**src/rtl/z80_jp_cond_seq_if.sv**
```systemverilog
// Memory-read port between the JP cc,nn sequencer (master) and the core memory (slave).
interface z80_jp_cond_seq_if;
  logic        mem_rd;
  logic [15:0] mem_addr;
  logic [7:0]  mem_data;
  logic        mem_ready;

  modport master (output mem_rd, output mem_addr, input mem_data, input mem_ready);
  modport slave  (input mem_rd, input mem_addr, output mem_data, output mem_ready);
endinterface

```
**src/rtl/z80_jp_cond_seq.sv**
```systemverilog
// Z80 JP cc,nn micro-sequencer: fetches opcode + nn, evaluates cc against F, retires next IP.
// Optional macro Z80FI_EN builds the Z80FI retirement record; otherwise z80fi_* are tied to 0.
module z80_jp_cond_seq (
  input  logic        clk,
  input  logic        reset_n,
  input  logic        start,
  input  logic [15:0] ip_in,
  input  logic [7:0]  f_in,
  output logic        busy,
  output logic        done,
  output logic        illegal,
  output logic [15:0] ip_out,
  z80_jp_cond_seq_if.master mem,
  output logic        z80fi_valid,
  output logic [31:0] z80fi_insn,
  output logic [2:0]  z80fi_insn_len,
  output logic [15:0] z80fi_reg_ip_in,
  output logic [15:0] z80fi_reg_ip_out,
  output logic [7:0]  z80fi_reg_f_in
);
  typedef enum logic [2:0] {
    S_IDLE, S_FETCH_OP, S_FETCH_LO, S_FETCH_HI, S_RETIRE
  } state_e;

  state_e      state_q, state_d;
  logic [15:0] ip_q, ip_d;
  logic [7:0]  f_q, f_d;
  logic [23:0] insn_q, insn_d;
  logic [15:0] ip_out_q, ip_out_d;
  logic [15:0] mem_addr_q, mem_addr_d;
  logic        busy_q, busy_d, done_q, done_d, illegal_q, illegal_d, mem_rd_q, mem_rd_d;
  logic [2:0]  cc;
  logic        flag_sel;
  logic        cond_pass;

  // cc pairs share one flag; odd cc tests for the flag being set
  assign cc = insn_q[5:3];
  always_comb begin
    flag_sel = 1'b0;
    case (cc[2:1])
      2'd0:    flag_sel = f_q[6];
      2'd1:    flag_sel = f_q[0];
      2'd2:    flag_sel = f_q[2];
      default: flag_sel = f_q[7];
    endcase
  end
  assign cond_pass = (flag_sel == cc[0]);

  always_comb begin
    state_d   = state_q;
    ip_d      = ip_q;
    f_d       = f_q;
    insn_d    = insn_q;
    ip_out_d  = ip_out_q;
    illegal_d = 1'b0;
    case (state_q)
      S_IDLE: begin
        if (start) begin
          ip_d    = ip_in;
          f_d     = f_in;
          insn_d  = '0;
          state_d = S_FETCH_OP;
        end
      end
      S_FETCH_OP: begin
        if (mem.mem_ready) begin
          insn_d[7:0] = mem.mem_data;
          if ((mem.mem_data & 8'hC7) == 8'hC2) begin
            state_d = S_FETCH_LO;
          end else begin
            state_d   = S_RETIRE;
            illegal_d = 1'b1;
            ip_out_d  = ip_q + 16'd1;
          end
        end
      end
      S_FETCH_LO: begin
        if (mem.mem_ready) begin
          insn_d[15:8] = mem.mem_data;
          state_d      = S_FETCH_HI;
        end
      end
      S_FETCH_HI: begin
        if (mem.mem_ready) begin
          insn_d[23:16] = mem.mem_data;
          state_d       = S_RETIRE;
          ip_out_d      = cond_pass ? {mem.mem_data, insn_q[15:8]} : (ip_q + 16'd3);
        end
      end
      S_RETIRE: state_d = S_IDLE;
      default:  state_d = S_IDLE;
    endcase

    // Outputs are registered from the next state so they line up with it
    busy_d     = (state_d != S_IDLE);
    done_d     = (state_d == S_RETIRE);
    mem_rd_d   = (state_d == S_FETCH_OP) || (state_d == S_FETCH_LO) || (state_d == S_FETCH_HI);
    mem_addr_d = 16'd0;
    case (state_d)
      S_FETCH_OP: mem_addr_d = ip_d;
      S_FETCH_LO: mem_addr_d = ip_d + 16'd1;
      S_FETCH_HI: mem_addr_d = ip_d + 16'd2;
      default:    mem_addr_d = 16'd0;
    endcase
  end

  always_ff @(posedge clk or negedge reset_n) begin
    if (!reset_n) begin
      state_q    <= S_IDLE;
      ip_q       <= '0;
      f_q        <= '0;
      insn_q     <= '0;
      ip_out_q   <= '0;
      mem_addr_q <= '0;
      busy_q     <= 1'b0;
      done_q     <= 1'b0;
      illegal_q  <= 1'b0;
      mem_rd_q   <= 1'b0;
    end else begin
      state_q    <= state_d;
      ip_q       <= ip_d;
      f_q        <= f_d;
      insn_q     <= insn_d;
      ip_out_q   <= ip_out_d;
      mem_addr_q <= mem_addr_d;
      busy_q     <= busy_d;
      done_q     <= done_d;
      illegal_q  <= illegal_d;
      mem_rd_q   <= mem_rd_d;
    end
  end

  assign busy         = busy_q;
  assign done         = done_q;
  assign illegal      = illegal_q;
  assign ip_out       = ip_out_q;
  assign mem.mem_rd   = mem_rd_q;
  assign mem.mem_addr = mem_addr_q;

`ifdef Z80FI_EN
  logic        fi_valid_q, fi_valid_d;
  logic [31:0] fi_insn_q, fi_insn_d;
  logic [2:0]  fi_len_q, fi_len_d;
  logic [15:0] fi_ip_in_q, fi_ip_in_d, fi_ip_out_q, fi_ip_out_d;
  logic [7:0]  fi_f_q, fi_f_d;

  // Record is loaded only for the RETIRE cycle and zero otherwise
  always_comb begin
    fi_valid_d  = 1'b0;
    fi_insn_d   = '0;
    fi_len_d    = '0;
    fi_ip_in_d  = '0;
    fi_ip_out_d = '0;
    fi_f_d      = '0;
    if (state_d == S_RETIRE) begin
      fi_valid_d  = !illegal_d;
      fi_insn_d   = {8'h00, insn_d};
      fi_len_d    = illegal_d ? 3'd1 : 3'd3;
      fi_ip_in_d  = ip_q;
      fi_ip_out_d = ip_out_d;
      fi_f_d      = f_q;
    end
  end

  always_ff @(posedge clk or negedge reset_n) begin
    if (!reset_n) begin
      fi_valid_q  <= 1'b0;
      fi_insn_q   <= '0;
      fi_len_q    <= '0;
      fi_ip_in_q  <= '0;
      fi_ip_out_q <= '0;
      fi_f_q      <= '0;
    end else begin
      fi_valid_q  <= fi_valid_d;
      fi_insn_q   <= fi_insn_d;
      fi_len_q    <= fi_len_d;
      fi_ip_in_q  <= fi_ip_in_d;
      fi_ip_out_q <= fi_ip_out_d;
      fi_f_q      <= fi_f_d;
    end
  end

  assign z80fi_valid      = fi_valid_q;
  assign z80fi_insn       = fi_insn_q;
  assign z80fi_insn_len   = fi_len_q;
  assign z80fi_reg_ip_in  = fi_ip_in_q;
  assign z80fi_reg_ip_out = fi_ip_out_q;
  assign z80fi_reg_f_in   = fi_f_q;
`else
  logic unused_c;
  assign unused_c = ^{f_q, insn_q};

  assign z80fi_valid      = 1'b0;
  assign z80fi_insn       = 32'd0;
  assign z80fi_insn_len   = 3'd0;
  assign z80fi_reg_ip_in  = 16'd0;
  assign z80fi_reg_ip_out = 16'd0;
  assign z80fi_reg_f_in   = 8'd0;
`endif
endmodule

```
**src/flat_wrapper.sv**
```systemverilog
// flat-port wrapper written by rule: the top's interface ports become plain ports
module z80_jp_cond_seq_flat 
  (clk, reset_n, start, ip_in, f_in, busy, done, illegal, ip_out, z80fi_valid, z80fi_insn, z80fi_insn_len, z80fi_reg_ip_in, z80fi_reg_ip_out, z80fi_reg_f_in, mem_mem_rd, mem_mem_addr, mem_mem_data, mem_mem_ready);
  z80_jp_cond_seq_if mem_i ();
  input  logic clk;
  input  logic reset_n;
  input  logic start;
  input  logic [15:0] ip_in;
  input  logic [7:0] f_in;
  output logic busy;
  output logic done;
  output logic illegal;
  output logic [15:0] ip_out;
  output logic z80fi_valid;
  output logic [31:0] z80fi_insn;
  output logic [2:0] z80fi_insn_len;
  output logic [15:0] z80fi_reg_ip_in;
  output logic [15:0] z80fi_reg_ip_out;
  output logic [7:0] z80fi_reg_f_in;
  output wire logic [$bits(mem_i.mem_rd)-1:0] mem_mem_rd;
  output wire logic [$bits(mem_i.mem_addr)-1:0] mem_mem_addr;
  input wire logic [$bits(mem_i.mem_data)-1:0] mem_mem_data;
  input wire logic [$bits(mem_i.mem_ready)-1:0] mem_mem_ready;
  assign mem_mem_rd = mem_i.mem_rd;
  assign mem_mem_addr = mem_i.mem_addr;
  assign mem_i.mem_data = mem_mem_data;
  assign mem_i.mem_ready = mem_mem_ready;
  z80_jp_cond_seq u_core (.clk(clk), .reset_n(reset_n), .start(start), .ip_in(ip_in), .f_in(f_in), .busy(busy), .done(done), .illegal(illegal), .ip_out(ip_out), .mem(mem_i), .z80fi_valid(z80fi_valid), .z80fi_insn(z80fi_insn), .z80fi_insn_len(z80fi_insn_len), .z80fi_reg_ip_in(z80fi_reg_ip_in), .z80fi_reg_ip_out(z80fi_reg_ip_out), .z80fi_reg_f_in(z80fi_reg_f_in));
endmodule
```
**config.mk**
```make
export PLATFORM = sky130hd
export DESIGN_NAME = z80_jp_cond_seq_flat
export DESIGN_NICKNAME = d
export VERILOG_FILES = /design/src/rtl/z80_jp_cond_seq_if.sv /design/src/rtl/z80_jp_cond_seq.sv /design/src/flat_wrapper.sv
export SDC_FILE = /design/constraint.sdc
export NUM_CORES = 1
export LEC_CHECK = 0
export ABC_AREA = 1
export BUFFER_PORTS_ARGS = -buffer_cell sky130_fd_sc_hd__buf_4
export CORE_ASPECT_RATIO = 0.8
export CORE_MARGIN = 3
export CORE_UTILIZATION = 40
export DETAILED_ROUTE_END_ITERATION = 8
export RECOVER_POWER = 50
export SYNTH_ARGS = -nofsm -noshare
export SYNTH_HDL_FRONTEND = slang
export SYNTH_SLANG_ARGS = --single-unit
```
**constraint.sdc**
```tcl
create_clock -name clk -period 2.9 [get_ports clk]
set_clock_uncertainty 0.2 [all_clocks]
set_input_delay 0.145 -clock clk [delete_from_list [all_inputs] [get_ports clk]]
set_output_delay 0.145 -clock clk [all_outputs]
set_load 0.005 [all_outputs]
```
==> flow_summary.ini <==
[status]
status = finished with violations
violations = capacitance limit, slew limit

[finish]
final_nets = 823
drive_gt1_share_pct = 22.0
fin_cells = 959
antenna_cells = 0
seq_area_um2 = 1750
fillCellCount = 1259
area_growth_pct = 17.5
multi_input_area_um2 = 2800

[worst_setup_path]
rr_startpoint = u_core.state_q[0]
r2r-end = u_core.mem.mem_addr[14]
criticalPathCategory = input port to register
cpPeakStageDelay_ps = 540
cp.arrival_ps = 2680
critPathSlowestCell = dlygate4sd3_1
rr_worst_depth = 11
crit_required_ps = 2970
r2r_slack_ps = 340
worstPathCellList = dlygate4sd3_1 -> buf_4 -> inv_1 -> nand2_1 -> nor2_1 -> a21oi_2 -> a21oi_2 -> clkinv_2 -> o21ai_0 -> inv_1 -> a21oi_1
crit_buf_inv = 5
critPathLaunchType = input port
crit_fanout = 25
path_delay_family = buffers and inverters
end_kind = register

[grt]
grt_pass1_vias = 4361
grt_antenna_before_repair = 0
grt_max_degree = 71
grt-ovfl-total = 0
track_usage_pct = 19.9
grt_pass1_wl_um = 22700

[placed_design]
dpl.hpwl_um = 10700
io_buffers = 67
post-place-cells = 916
gp_congestion = 0.905

[clock_tree]
post_cts_buffers = 0
clk_pin_slew_ps = 60
clock_sinks = 70
numCtsBuffers = 9
insertion_delay_ps = 350
h-tree-depth = 3
cts_buffer_depth = 2
cts_root_buf = clkbuf_16
tritoncts = yes

[pwr]
p_leak_uw = 0.00303
power_density_nw_per_um2 = 917
power_uw = 5640
p_seq_share_pct = 29.4
netSwitchingPower_uw = 2590
power_frac_clock_pct = 20.5
ir_worst_vdd_mv = 0.446
p_int_uw = 3040
pwr-share-comb_pct = 50.1
switching_share_pct = 46.0

[yosys]
synth_compound_area_share_pct = 9.79
synth-xor-area-share_pct = 2.15
syn_area_um2 = 5230
yosysWarnings = 0
yosys.cell_types.count = 43
syn_avg_cell_area_um2 = 7.59
synth_seq_cells = 70
synth_fa_ha_area_share_pct = 0.958
yosys.area_share.simple_pct = 34.3
synth_top_family_by_area = simple AND/OR/NAND/NOR gates
synth_seq_area_share_pct = 33.5
synth.area.mux_share_pct = 0.862
netlist_instances = 689

[floorplan]
rows = 36
die_w_um = 134
start_util_pct = 41.9
coreArea_um2 = 12500
ios = 148
die_h_um = 108
dieArea_um2 = 14500

[hold_path]
whs_endpoint = u_core.ip_q[3]
min_delay_path_depth = 3
hp-class = input port to register
min-delay-start = ip_in[3]

[timing]
max_freq_mhz = 382
tightest_slew_ps = 1790
period_share_pct = 90.2
relSlewSlack_pct = -19.1
holdWs_ps = 17.0
fin_crit_ps = 2620
hold_violations = 0
rsz0062_at_grt = false
setup_viol = 0
setup-tns-final_ps = 0
drv_slew = 71

[detailed_routing]
viasPerCell = 4.91
drtIter0Drc = 443
avgRoutedWirePerCell_um = 14.8
ant_nets = 0
drt-total-wl_um = 14200
dr.pass1.iters = 5
drc = 0
vias = 4713

[run]
cap_violations = 1
cells in the final DEF, fill, tap and decap left out, types with 3 or more instances in the layout:
master         netlist  routed
a21oi_1             27      27
a31oi_1              4       4
buf_4               76      37
clkbuf_16            0       9
clkbuf_4             0      35
clkinv_4             1       3
conb_1               1      76
dfrtp_1             70      70
dlygate4sd3_1        0      27
ha_1                 4       4
inv_1               55      55
inv_2                9       9
mux2_2               4       4
nand2_1            127     127
nand2_2             21      21
nand2_4             15      15
nand3_1             92      92
nand3_2              5       5
nand3b_1             4       4
nand4_1              8       8
nor2_1              48      48
nor2_2               9       9
nor2_4               7       7
nor3_1               3       3
o211ai_1             7       7
o21ai_0             45      45
o21ai_1              3       3
xnor2_1              3       3
xor2_1               8       8
registers in the layout, indices dropped and copies added (netlist names):
register             count
u_core.f_q               4
u_core.insn_q           11
u_core.ip_out           16
u_core.done              1
u_core.mem.mem_rd        1
u_core.illegal           1
u_core.ip_q             16
u_core.mem.mem_addr     16
u_core.state_q           3
u_core.busy              1
synthesized netlist by cell type, drive strengths merged:
master,count,area [µm²]
nand2,163,777
nand3,99,546
buf,89,688
dfrtp,70,1750
nor2,65,335
inv,64,240
o21ai,50,265
a21oi,29,153
nand4,9,62.6
xor2,9,86.3
o211ai,7,52.6
a31oi,4,25.0
clkbuf,4,15.0
ha,4,50.1
mux2,4,45.0
nand3b,4,30.0
nor3,4,25.0
xnor2,3,26.3
clkinv,2,13.8
or2,2,12.5
conb,1,3.75
nor4,1,6.26
o21bai,1,7.51
o221ai,1,8.76
layer usage:
| metal | routed length [µm] | vias up | global-route usage (%) |
|---|---|---|---|
| met5 | 0 | - | 0 |
| met4 | 159 | 0 | 4.70 |
| met3 | 1060 | 16 | 5.67 |
| met2 | 6340 | 177 | 30.3 |
| met1 | 6650 | 2232 | 28.2 |
| li1 | - | 2288 | - |
timing repair:
item / 4_1_cts / 5_1_grt
hold endpoints to repair: 102 / 0
gates resized for setup: 0 / 0
hold buffers: 27 / 0
worst max path at each step:
stage | start | endpoint | slack, ps | cells past startpoint
2_1_floorplan | u_core.state_q[0] | u_core.mem.mem_addr[15] | 690 | 14
3_3_place_gp | u_core.state_q[0] | u_core.ip_out[13] | 490 | 9
3_5_place_dp | u_core.state_q[0] | u_core.mem.mem_addr[14] | 410 | 11
4_1_cts | mem_mem_data[0] | u_core.ip_out[13] | 330 | 11
5_1_grt | mem_mem_data[0] | u_core.ip_out[13] | 80 | 11
6_report | mem_mem_data[0] | u_core.ip_out[13] | 280 | 11
final cells by class:
type,count,area share (%)
flip-flops and latches,70,28.5
well taps,171,3.48
inverters,66,4.13
repair buffers,101,13.3
multi-input cells,535,45.6
clock inverters,7,1.30
clock buffers,9,3.67
metrics by stage:
| step | utilization (%) | area, µm² | worst slack (ps) |
|---|---|---|---|
| after floorplan | - | 5510 | 687 |
| after global routing | 49.2 | 6140 | 82.8 |
| after global placement | 44.7 | 5570 | 495 |
| after detailed placement | 44.7 | 5570 | 408 |
| final | 49.2 | 6140 | 285 |
| after CTS | 49.3 | 6150 | 326 |
cells by family after synthesis:
kind of cell	after synthesis
XOR/XNOR	12
multiplexers	4
flip-flops	70
AO/OA/AOI/OAI	92
AND/OR/NAND/NOR	347
other	1
buffers and inverters	159
adder cells (fa/ha/maj)	4
power groups by stage:
stage                     Combinational (µW)  Sequential, µW  Clock, µW
after floorplan                         2000            1640          0
after global placement                  2760            1670          0
after detailed placement                2800            1680          0
after CTS                               2850            1660       1180
after global routing                    3160            1710       1220
final                                   2830            1650       1150
tightest hold or removal path, stage by stage:
cell     delay, ps
buf_4          120
nand3_1        120
nand2_4        120
(Power assumes the default switching activity.)
